### src/rtl/wb_sevenseg_mux.sv
// Wishbone-attached multiplexed 7-segment display controller.
// Holds a 32-bit display value, per-digit dp/blank masks and a brightness/enable
// control word, and time-multiplexes DIGITS digits onto one shared segment bus.
// The scan runs directly on clk_i; each digit owns a slot of 2^SLOT_LOG2 cycles.
// The top four bits of the slot counter form a 16-step PWM phase that sets the
// brightness.
module wb_sevenseg_mux #(
    parameter int DIGITS         = 4,
    parameter int SLOT_LOG2      = 14,
    parameter bit SEG_ACTIVE_LOW = 1'b1,
    parameter bit AN_ACTIVE_LOW  = 1'b1
) (
    input  logic              clk_i,
    input  logic              rst_i,
    input  logic [1:0]        wb_adr_i,
    input  logic [15:0]       wb_dat_i,
    output logic [15:0]       wb_dat_o,
    input  logic [1:0]        wb_sel_i,
    input  logic              wb_we_i,
    input  logic              wb_cyc_i,
    input  logic              wb_stb_i,
    output logic              wb_ack_o,
    output logic [7:0]        seg,
    output logic [DIGITS-1:0] an
);

    localparam int DW = (DIGITS > 1) ? $clog2(DIGITS) : 1;

    localparam logic [7:0]        SEG_OFF = SEG_ACTIVE_LOW ? 8'hFF : 8'h00;
    localparam logic [DIGITS-1:0] AN_OFF  = AN_ACTIVE_LOW ? {DIGITS{1'b1}} : {DIGITS{1'b0}};

    // Register file
    logic [31:0] val_reg;
    logic [7:0]  dp_en_reg;
    logic [7:0]  blank_reg;
    logic [3:0]  bright_reg;
    logic        enable_reg;

    // Bus side
    logic        ack_reg;
    logic [15:0] dat_reg;
    logic        req;
    logic        wr_en;
    logic [15:0] rd_data;

    // Scan state and registered pin drivers
    logic [SLOT_LOG2-1:0] s_reg;
    logic [DW-1:0]        d_reg;
    logic [7:0]           seg_reg;
    logic [DIGITS-1:0]    an_reg;

    // Per-digit views selected by the current scan position
    logic [3:0]        nib [DIGITS];
    logic [DIGITS-1:0] onehot;
    logic [3:0]        cur_nib;
    logic              cur_dp;
    logic              cur_blank;
    logic [3:0]        phase;
    logic              lit;
    logic [7:0]        pattern;
    logic [7:0]        seg_next;
    logic [DIGITS-1:0] an_next;

    assign req   = wb_cyc_i & wb_stb_i;
    assign wr_en = req & wb_we_i & ~ack_reg;

    assign wb_ack_o = ack_reg;
    assign wb_dat_o = dat_reg;
    assign seg      = seg_reg;
    assign an       = an_reg;

    // Active-low pattern for one hex nibble, dp off
    function automatic logic [7:0] hex_to_seg(input logic [3:0] n);
        logic [7:0] p;
        case (n)
            4'h0: p = 8'hC0;
            4'h1: p = 8'hF9;
            4'h2: p = 8'hA4;
            4'h3: p = 8'hB0;
            4'h4: p = 8'h99;
            4'h5: p = 8'h92;
            4'h6: p = 8'h82;
            4'h7: p = 8'hF8;
            4'h8: p = 8'h80;
            4'h9: p = 8'h90;
            4'hA: p = 8'h88;
            4'hB: p = 8'h83;
            4'hC: p = 8'hC6;
            4'hD: p = 8'hA1;
            4'hE: p = 8'h86;
            default: p = 8'h8E;
        endcase
        return p;
    endfunction

    // Split the value into nibbles and decode the scan index into a one-hot select
    generate
        for (genvar gi = 0; gi < DIGITS; gi++) begin : g_digit
            assign nib[gi]    = val_reg[4*gi +: 4];
            assign onehot[gi] = (d_reg == DW'(gi));
        end
    endgenerate

    // Readback mux; unused CTRL bits read as zero
    always_comb begin
        rd_data = 16'h0000;
        case (wb_adr_i)
            2'd0: rd_data = val_reg[15:0];
            2'd1: rd_data = val_reg[31:16];
            2'd2: rd_data = {blank_reg, dp_en_reg};
            default: rd_data = {11'b0, enable_reg, bright_reg};
        endcase
    end

    // Bus handshake, readback capture and byte-lane register writes
    always_ff @(posedge clk_i) begin
        if (rst_i) begin
            ack_reg    <= 1'b0;
            dat_reg    <= 16'h0000;
            val_reg    <= 32'h0000_0000;
            dp_en_reg  <= 8'h00;
            blank_reg  <= 8'h00;
            bright_reg <= 4'hF;
            enable_reg <= 1'b1;
        end else begin
            ack_reg <= req & ~ack_reg;
            if (req & ~ack_reg) begin
                dat_reg <= rd_data;
            end
            if (wr_en) begin
                case (wb_adr_i)
                    2'd0: begin
                        if (wb_sel_i[0]) val_reg[7:0]  <= wb_dat_i[7:0];
                        if (wb_sel_i[1]) val_reg[15:8] <= wb_dat_i[15:8];
                    end
                    2'd1: begin
                        if (wb_sel_i[0]) val_reg[23:16] <= wb_dat_i[7:0];
                        if (wb_sel_i[1]) val_reg[31:24] <= wb_dat_i[15:8];
                    end
                    2'd2: begin
                        if (wb_sel_i[0]) dp_en_reg <= wb_dat_i[7:0];
                        if (wb_sel_i[1]) blank_reg <= wb_dat_i[15:8];
                    end
                    default: begin
                        // Only bright and enable exist, both in the low lane
                        if (wb_sel_i[0]) begin
                            bright_reg <= wb_dat_i[3:0];
                            enable_reg <= wb_dat_i[4];
                        end
                    end
                endcase
            end
        end
    end

    // Slot counter and digit index; the index wraps explicitly so any DIGITS works
    always_ff @(posedge clk_i) begin
        if (rst_i) begin
            s_reg <= '0;
            d_reg <= '0;
        end else begin
            s_reg <= s_reg + 1'b1;
            if (&s_reg) begin
                if (d_reg == DW'(DIGITS - 1)) begin
                    d_reg <= '0;
                end else begin
                    d_reg <= d_reg + 1'b1;
                end
            end
        end
    end

    // Select the current digit's nibble and mask bits, then gate by enable/blank/PWM
    always_comb begin
        cur_nib   = 4'h0;
        cur_dp    = |(onehot & dp_en_reg[DIGITS-1:0]);
        cur_blank = |(onehot & blank_reg[DIGITS-1:0]);
        for (int i = 0; i < DIGITS; i++) begin
            if (onehot[i]) cur_nib = nib[i];
        end
        phase   = s_reg[SLOT_LOG2-1 -: 4];
        lit     = enable_reg & ~cur_blank & (phase <= bright_reg);
        pattern = hex_to_seg(cur_nib);
        if (cur_dp) pattern[7] = 1'b0;
        if (!SEG_ACTIVE_LOW) pattern = ~pattern;
        seg_next = lit ? pattern : SEG_OFF;
        an_next  = lit ? (AN_ACTIVE_LOW ? ~onehot : onehot) : AN_OFF;
    end

    // Register the pin drivers so seg/an lag the scan state by exactly one cycle
    always_ff @(posedge clk_i) begin
        if (rst_i) begin
            seg_reg <= SEG_OFF;
            an_reg  <= AN_OFF;
        end else begin
            seg_reg <= seg_next;
            an_reg  <= an_next;
        end
    end

endmodule

### config.mk
export PLATFORM = sky130hd
export DESIGN_NAME = wb_sevenseg_mux
export DESIGN_NICKNAME = d
export VERILOG_FILES = /design/src/rtl/wb_sevenseg_mux.sv
export SDC_FILE = /design/constraint.sdc
export NUM_CORES = 1
export LEC_CHECK = 0
export ABC_CLOCK_PERIOD_IN_PS = 5400
export CORE_UTILIZATION = 34
export DETAILED_ROUTE_END_ITERATION = 10
export HOLD_SLACK_MARGIN = 0.03
export PLACE_DENSITY = 0.54
export SLEW_MARGIN = 10
export SYNTH_ARGS = -nofsm -noshare
export SYNTH_HDL_FRONTEND = slang
export SYNTH_SLANG_ARGS = --single-unit
### constraint.sdc
create_clock -name clk_i -period 5.4 [get_ports clk_i]
set_input_delay 0.81 -clock clk_i [delete_from_list [all_inputs] [get_ports clk_i]]
set_output_delay 0.81 -clock clk_i [all_outputs]
set_load 0.01 [all_outputs]
==> tab_implementation.tex <==
\begin{tabular}{lr}
\hline
Metric & Value \\
\hline
\multicolumn{2}{l}{\textbf{Placement}} \\
Count of buffers from port buffering & 53 \\
Detailed placer's ending HPWL & 7290 um \\
Placed Cells incl. Taps & 667 \\
Worst Setup Slack post-DPL & between 2 and 2.5 ns \\
Instance area after placement & slightly above 5000 sq um \\
Placer Congestion & roughly 0.76 \\
\multicolumn{2}{l}{\textbf{Global routing}} \\
Initial antenna violation count & 0 \\
Total congestion overflow & 0 \\
Largest net degree at the start of global routing & 88 \\
Tot GR Track Use & 0.165 \\
Number of global-route vias before repair & between 3000 and 4000 \\
Global-route wire length before repair & around 17000 um \\
\multicolumn{2}{l}{\textbf{Synth}} \\
Post-Synthesis Net Count & 503 \\
Post-synthesis sequential area ratio & 0.441 \\
Most used flip-flop cell after synthesis & dfxtp\_1 \\
Average cell area after synthesis & 9.62 sq um \\
Share of synthesized flip-flops with an asynchronous set or reset & 0 \\
Synth cell types & 49 \\
Summed instance area of the synthesized netlist & between 4000 and 5000 sq um \\
Post-synthesis sequential element count & 98 \\
Count of flip-flops with a built-in enable after synthesis & 0 \\
Number of warnings issued by yosys & 0 \\
Cells after synthesis & about 460 \\
\multicolumn{2}{l}{\textbf{Drt}} \\
Vias & 3339 \\
Length of routed wiring on met1 & between 5000 and 6000 um \\
Antenna viol nets, final & 0 \\
Top sig layer & met4 \\
Routed length per placed instance & approximately 15 um \\
Sum of routed wire length over all layers & about 10000 um \\
Via density & around 5 \\
DRT iter0 DRCs & between 100 and 150 \\
Detailed-routed wire length on met2 & between 4000 and 5000 um \\
Routed wl met3 & $\sim$320 um \\
Remaining DRCs & 0 \\
Drt first pass iters & 4 \\
\multicolumn{2}{l}{\textbf{Die}} \\
Core Footprint & around 13000 sq um \\
Height of the die & 116 um \\
Starting density of the core & 0.351 \\
Row count & about 40 \\
Die footprint & approximately 14000 sq um \\
I/O pins & 54 \\
Die width & 116 um \\
\multicolumn{2}{l}{\textbf{CTS}} \\
Clk root buf & clkbuf\_16 \\
Clock latency at the later pin of the worst-skew pair & roughly 0.35 ns \\
TritonCTS clock tree & yes \\
Number of sinks driven by the clock tree & roughly 100 \\
Deepest clock path buffer count & 2 \\
Count of hold buffers inserted by post-cts repair & 0 \\
Post-CTS Resized & 0 \\
CTS clk-pin slew, worst paths & approximately 0.060 ns \\
H-tree levels & 3 \\
Clock buffers created by TritonCTS & 9 \\
Number of setup buffers added after CTS & 0 \\
\multicolumn{2}{l}{\textbf{Pwr}} \\
VDD IR-drop max & around 0.13 mV \\
Total power & around 1.5 mW \\
Switching share of power & 0.222 \\
Power density cells & between 200 and 300 nW/um\^{}2 \\
Sequential share of power & 0.493 \\
Cell internal power dissipation & 1.18 mW \\
Clk pwr share & 0.431 \\
Net switching power of the design & around 0.34 mW \\
P\_leak & between 2 and 2.5 nW \\
Combinational Power Share & 0.076 \\
\multicolumn{2}{l}{\textbf{STA}} \\
Final Cycle Share & 0.546 \\
Hold violation total from the final report & 0 \\
Worst Skew & around 0.0075 ns \\
Final Slew Violations & 0 \\
Slew at the pin with the worst max-slew slack & 1.10 ns \\
Slack of the critical path & between 2 and 2.5 ns \\
Number of endpoints failing setup at the final stage & 0 \\
Slew Limit Headroom & 0.265 \\
Final critical delay including setup and external delays & 2.95 ns \\
Final TNS setup & 0 ns \\
RSZ-0062 raised after global routing & false \\
F\_max & 339 MHz \\
Smallest hold slack & $\sim$0.46 ns \\
\multicolumn{2}{l}{\textbf{Finish}} \\
Post-route standard cell area excluding fillers & approximately 5400 sq um \\
Layout net count & 547 \\
Share of post-route cells with drive strength above 1 & 0.0783 \\
Number of filler cells placed in the layout & about 1300 \\
Number of antenna diodes & 0 \\
Finished Layout Cells & between 600 and 700 \\
Util after Layout & 0.425 \\
Flip-flop count of the largest register after layout & 32 \\
Area added between synthesis and finish & 21.2\% \\
\multicolumn{2}{l}{\textbf{Critical path}} \\
Slowest library cell on the worst path & clkdlybuf4s50\_1 \\
Critical path launch point type & input pin \\
Largest fanout on the critical path & 21 \\
Endpoint kind of the worst setup timing path & flop \\
Critical path, cell by cell & clkdlybuf4s50\_1 -> nor2b\_1 -> nor3b\_1 -> buf\_4 -> mux2i\_1 -> nor2\_1 \\
Worst setup path class & in2reg \\
Crit path largest cell delay & 1.12 ns \\
Required time of the worst setup path & around 5.6 ns \\
Critical path arrival & roughly 3.1 ns \\
\multicolumn{2}{l}{\textbf{Run status}} \\
Result of the run & finished, final reports clean \\
\multicolumn{2}{l}{\textbf{Job}} \\
Count of maximum capacitance violations & 0 \\
\multicolumn{2}{l}{\textbf{Worst hold path}} \\
Worst hold-check path type & reg2reg \\
\hline
\end{tabular}
-- cells by family after synthesis --
family	Yosys count	share of synthesized area
and+or+nand+nor	181	0.197
buffers and inverters	40	0.0428
xor gates and xnor gates	12	0.0236
adders and majority gates	16	0.0450
muxes	66	0.164
DFF	98	0.441
AOI/OAI and AO/OA	49	0.0859
-- critical path: cells and delay by family --
kind	cells	cell delay (ns)
AND/OR/NAND/NOR	3	0.75
buffers and inverters	2	1.38
multiplexers	1	0.19
-- layout by cell type (no fill, tap or decap), drive strengths merged, types with 3 or more instances in the layout --
| cell | count |
|---|---|
| clkbuf | 14 |
| mux4 | 5 |
| o221ai | 3 |
| a22oi | 3 |
| mux2i | 60 |
| nor3 | 14 |
| nor2b | 4 |
| a211oi | 13 |
| buf | 6 |
| nor2 | 98 |
| xor2 | 6 |
| inv | 15 |
| nand3b | 3 |
| nand4 | 4 |
| nor3b | 7 |
| nand3 | 9 |
| dfxtp | 98 |
| a211o | 5 |
| ha | 16 |
| o21ai | 3 |
| clkdlybuf4s50 | 52 |
| nand2 | 31 |
| a21oi | 13 |
| xnor2 | 6 |
| and2b | 3 |
-- layout make-up --
type | instances | area [sq um] | area share
timing repair buffer | 58 | 563 | 0.105
tap | 172 | 215 | 0.0399
clock inverter | 2 | 35.0 | 0.00650
inverter | 15 | 56.3 | 0.0105
multi-input combinational | 324 | 2290 | 0.425
clock buffer | 14 | 264 | 0.0490
sequential | 98 | 1960 | 0.364
-- power groups by stage --
stage                     combinational (mW)  sequential, mW  clock [mW]
final                                  0.115           0.746       0.652
after global routing                   0.126           0.747       0.700
after CTS                              0.116           0.746       0.665
after detailed placement               0.116           0.763           0
after global placement                 0.115           0.762           0
after floorplan                       0.0558           0.766           0
-- Yosys cell counts, drive strengths merged (4+ instances only) --
| master | count | area [sq um] |
|---|---|---|
| dfxtp | 98 | 1960 |
| nor2 | 98 | 375 |
| mux2i | 60 | 601 |
| nand2 | 31 | 119 |
| ha | 16 | 200 |
| inv | 15 | 56.3 |
| nor3 | 14 | 75.1 |
| a211oi | 13 | 97.6 |
| a21oi | 13 | 65.1 |
| buf | 13 | 88.8 |
| clkbuf | 12 | 45.0 |
| nand3 | 9 | 45.0 |
| nor3b | 7 | 57.6 |
| xnor2 | 6 | 52.6 |
| xor2 | 6 | 52.6 |
| a211o | 5 | 43.8 |
| mux4 | 5 | 113 |
| nand4 | 4 | 31.3 |
| nor2b | 4 | 25.0 |
-- final timing paths --
check                   start           end  slack [ns]  cells past startpoint
hold / removal    wb_dat_o[3]   wb_dat_o[3]        0.46                      2
setup reg to reg     d_reg[0]        seg[4]        2.88                      6
setup / recovery  wb_adr_i[1]  dp_en_reg[0]        2.45                      6
hold reg to reg   wb_dat_o[3]   wb_dat_o[3]        0.46                      2
-- per-layer routing --
layer  up-vias  track usage
li1       1688            -
met1      1583        0.221
met2        52        0.255
met3        16       0.0306
met4         0       0.0778
met5         -            0
Note: power is estimated with default switching activity, not from simulation.
==> RTL edit, RTL diff (config.mk and constraints unchanged) <==
The parameter `SEG_ACTIVE_LOW` goes from 1'b1 to 1'b0.
--- a/src/rtl/wb_sevenseg_mux.sv
+++ b/src/rtl/wb_sevenseg_mux.sv
@@ -7,7 +7,7 @@
 module wb_sevenseg_mux #(
     parameter int DIGITS         = 4,
     parameter int SLOT_LOG2      = 14,
-    parameter bit SEG_ACTIVE_LOW = 1'b1,
+    parameter bit SEG_ACTIVE_LOW = 1'b0,
     parameter bit AN_ACTIVE_LOW  = 1'b1
 ) (
     input  logic              clk_i,
Formal check against the unedited RTL: not equivalent (Yosys sat finds a counterexample within 4 cycles, from zero or initial values and one cycle with rst_i high).
==> RTL edit against the unedited design <==
  * Highest routed layer unchanged
  * Register-to-register slack worse by 0.26 ns
  * Cell area up 0.42%
  * Power up 3.5%
  * Sequential power about the same
  * Critical path depth down 1
  * Synthesized area down 0.51%
  * Fmax down 2.3%
  * Wire length up 2.8%
  * Critical endpoint is now blank_reg[1]
  * Largest cell class unchanged
  * Count of clock-buffer cells in the layout down 2
  * Sequential cell count unchanged
  * Setup slack worse by 0.068 ns
  * Worst hold slack worse by 0.012 ns
==> RTL edit: results (changes against the unedited design) <==
* Post-DP HPWL at 7340 microns (+0.69%)
* Routed WL per cell at 15.6 microns (+4.5%)
* Largest register FFs at 32 (unchanged)
* GP Congestion at 0.790 (+3.9%)
* Slowest CP cell: clkdlybuf4s50_1
* CTS buffer count at 9 (unchanged)
* Initial antenna violation count at 0 (unchanged)
* Cell variety after synth at 46 (-6.1%)
* Worst Skew at 0.00892 ns (+0.00138 ns)
* Postcts setup bufs at 0 (unchanged)
* Switching pwr at 0.334 mW (-0.42%)
* Worst ir drop on vdd at 0.224 mV (+72%)
* Lkg Pwr at 1.93 nW (-5.6%)
* Asr flop ratio synth at 0% (unchanged)
* Nets@finish at 539 (-1.5%)
* Synth Area in XOR/XNOR at 2.18% (-0.19 points)
* Syn Nets at 493 (-2.0%)
* Syn. warnings at 0 (unchanged)
* DR pass1 iterations at 4 (unchanged)
* Crit Path Max Fanout at 15 (-29%)
* Worst-path clk slew at 0.06 ns (about the same)
* CTS max path bufs at 2 (unchanged)
* HP Class: flop to flop
* Status: complete, no violations
* Adder-Cell Fraction of Synth Area at 4.81% (+0.31 points)
* ANT cells at 0 (unchanged)
* Via-per-instance ratio at 4.94 (+1.0%)
* Post-synthesis sequential area ratio at 44.4% (+0.22 points)
* Largest net degree at the start of global routing at 88 (unchanged)
* Total GRT Usage at 16.8% (+0.33 points)
* Vias in the first global route at 3,171 (-2.5%)
* Synth cell count leaders: dfxtp_1 (98), nor2_1 (85), mux2i_1 (53)
* Share of layout cells above drive strength 1 at 9.00% (+1.2 points)
* Post-CTS Resized at 0 (unchanged)
* H-tree levels at 3 (unchanged)
* Compound-Gate Fraction of Synth Area at 8.69% (+0.10 points)
* Ranking of synthesized cells by area: dfxtp_1 (44%), mux2i_1 (12%), nor2_1 (7.2%)
* Buffers added on ports at 53 (unchanged)
* First-pass GRT wire length at 16,800 microns (-0.82%)
* Pin slew with the least headroom to its limit at 0.947 ns (-0.151 ns)
* CP delay by family, top: buffers and inverters
* 1st-iter DRT viols at 160 (+38%)
* R2R cell count at 9 (+3)
* Max stage delay on crit path at 0.98 ns (-0.14 ns)
* Mux share of post-synthesis cell area at 17.3% (+0.96 points)
* Clk Latency, worst-skew pair at 0.35 ns (about the same)
* WP data arrival at 3.22 ns (+0.08 ns)
* Worst Hold Depth at 1 (-1)
* Root buffer selected by CTS: clkbuf_16
==> RTL edit: cell count changes after synthesis, moves of 6 or more <==
cell      before  now
a211oi_1      13    2
nor2_1        97   85
a221oi_1       0   14
mux2i_1       60   53
mux2_2         0   10
inv_1         15    9
==> RTL edit: power groups by stage <==
stage                     combinational [mW]  clock, mW  sequential (mW)
final                                  0.117      0.703            0.746
after global routing                   0.127      0.760            0.747
after CTS                              0.118      0.728            0.746
after detailed placement               0.118          0            0.762
after global placement                 0.117          0            0.762
after floorplan                       0.0588          0            0.765
==> RTL edit: final cells by class <==
cell class              count  area (sq um)
multi-input cells         321          2310
repair buffers             57           556
fillers                  1257          7260
clock inverters             2          60.1
clock buffers              12           267
flip-flops and latches     98          1960
well taps                 172           215
inverters                  10          37.5
==> RTL edit: through the flow <==
| stage | cell area, sq um | total power [mW] | std cells | setup WS [ns] | hold WS [ns] |
|---|---|---|---|---|---|
| global placement | 5080 | 0.879 | 658 | 2.04 | 0.428 |
| detailed placement | 5080 | 0.880 | 658 | 2.00 | 0.437 |
| floorplan | 4420 | 0.824 | 451 | 3.08 | 0.418 |
| global route | 5410 | 1.63 | 672 | 2.24 | 0.462 |
| finish | 5410 | 1.57 | 672 | 2.38 | 0.444 |
| CTS | 5410 | 1.59 | 672 | 2.37 | 0.453 |
==> RTL edit: worst paths after layout <==
path	startpoint	to	slack [ns]
worst min register to register	s_reg[0]	s_reg[0]	0.44
worst max-delay path	wb_adr_i[1]	blank_reg[1]	2.38
worst min-delay path	s_reg[0]	s_reg[0]	0.44
worst max register to register	d_reg[0]	seg[6]	2.62
==> RTL edit: per-layer routing <==
metal  routed length [microns]  vias to the layer above  global-route usage [%]
met3                       461                       11                    5.23
met5                         0                        -                       0
li1                          -                     1681                       -
met4                       158                        0                    5.81
met2                      4730                       59                    26.3
met1                      5120                     1568                    21.8
==> RTL edit: kinds of logic (layout without fill, tap and decap cells) <==
family | after synthesis | count (layout)
simple gates | 174 | 174
mux | 69 | 69
xor+xnor | 11 | 11
compound gates | 50 | 50
buf+inv | 32 | 81
fa+ha+maj | 17 | 17
flops | 98 | 98
==> RTL edit: worst register-to-register path, stage by stage (launching register included) <==
cell and delay, ns:
dfxtp_1 0.43, inv_1 0.09, ha_1 0.33, a21oi_1 0.15, o21ai_0 0.15, a22oi_1 0.52, inv_1 0.18, ha_1 0.29
mux2_1 0.29, a221oi_1 0.24
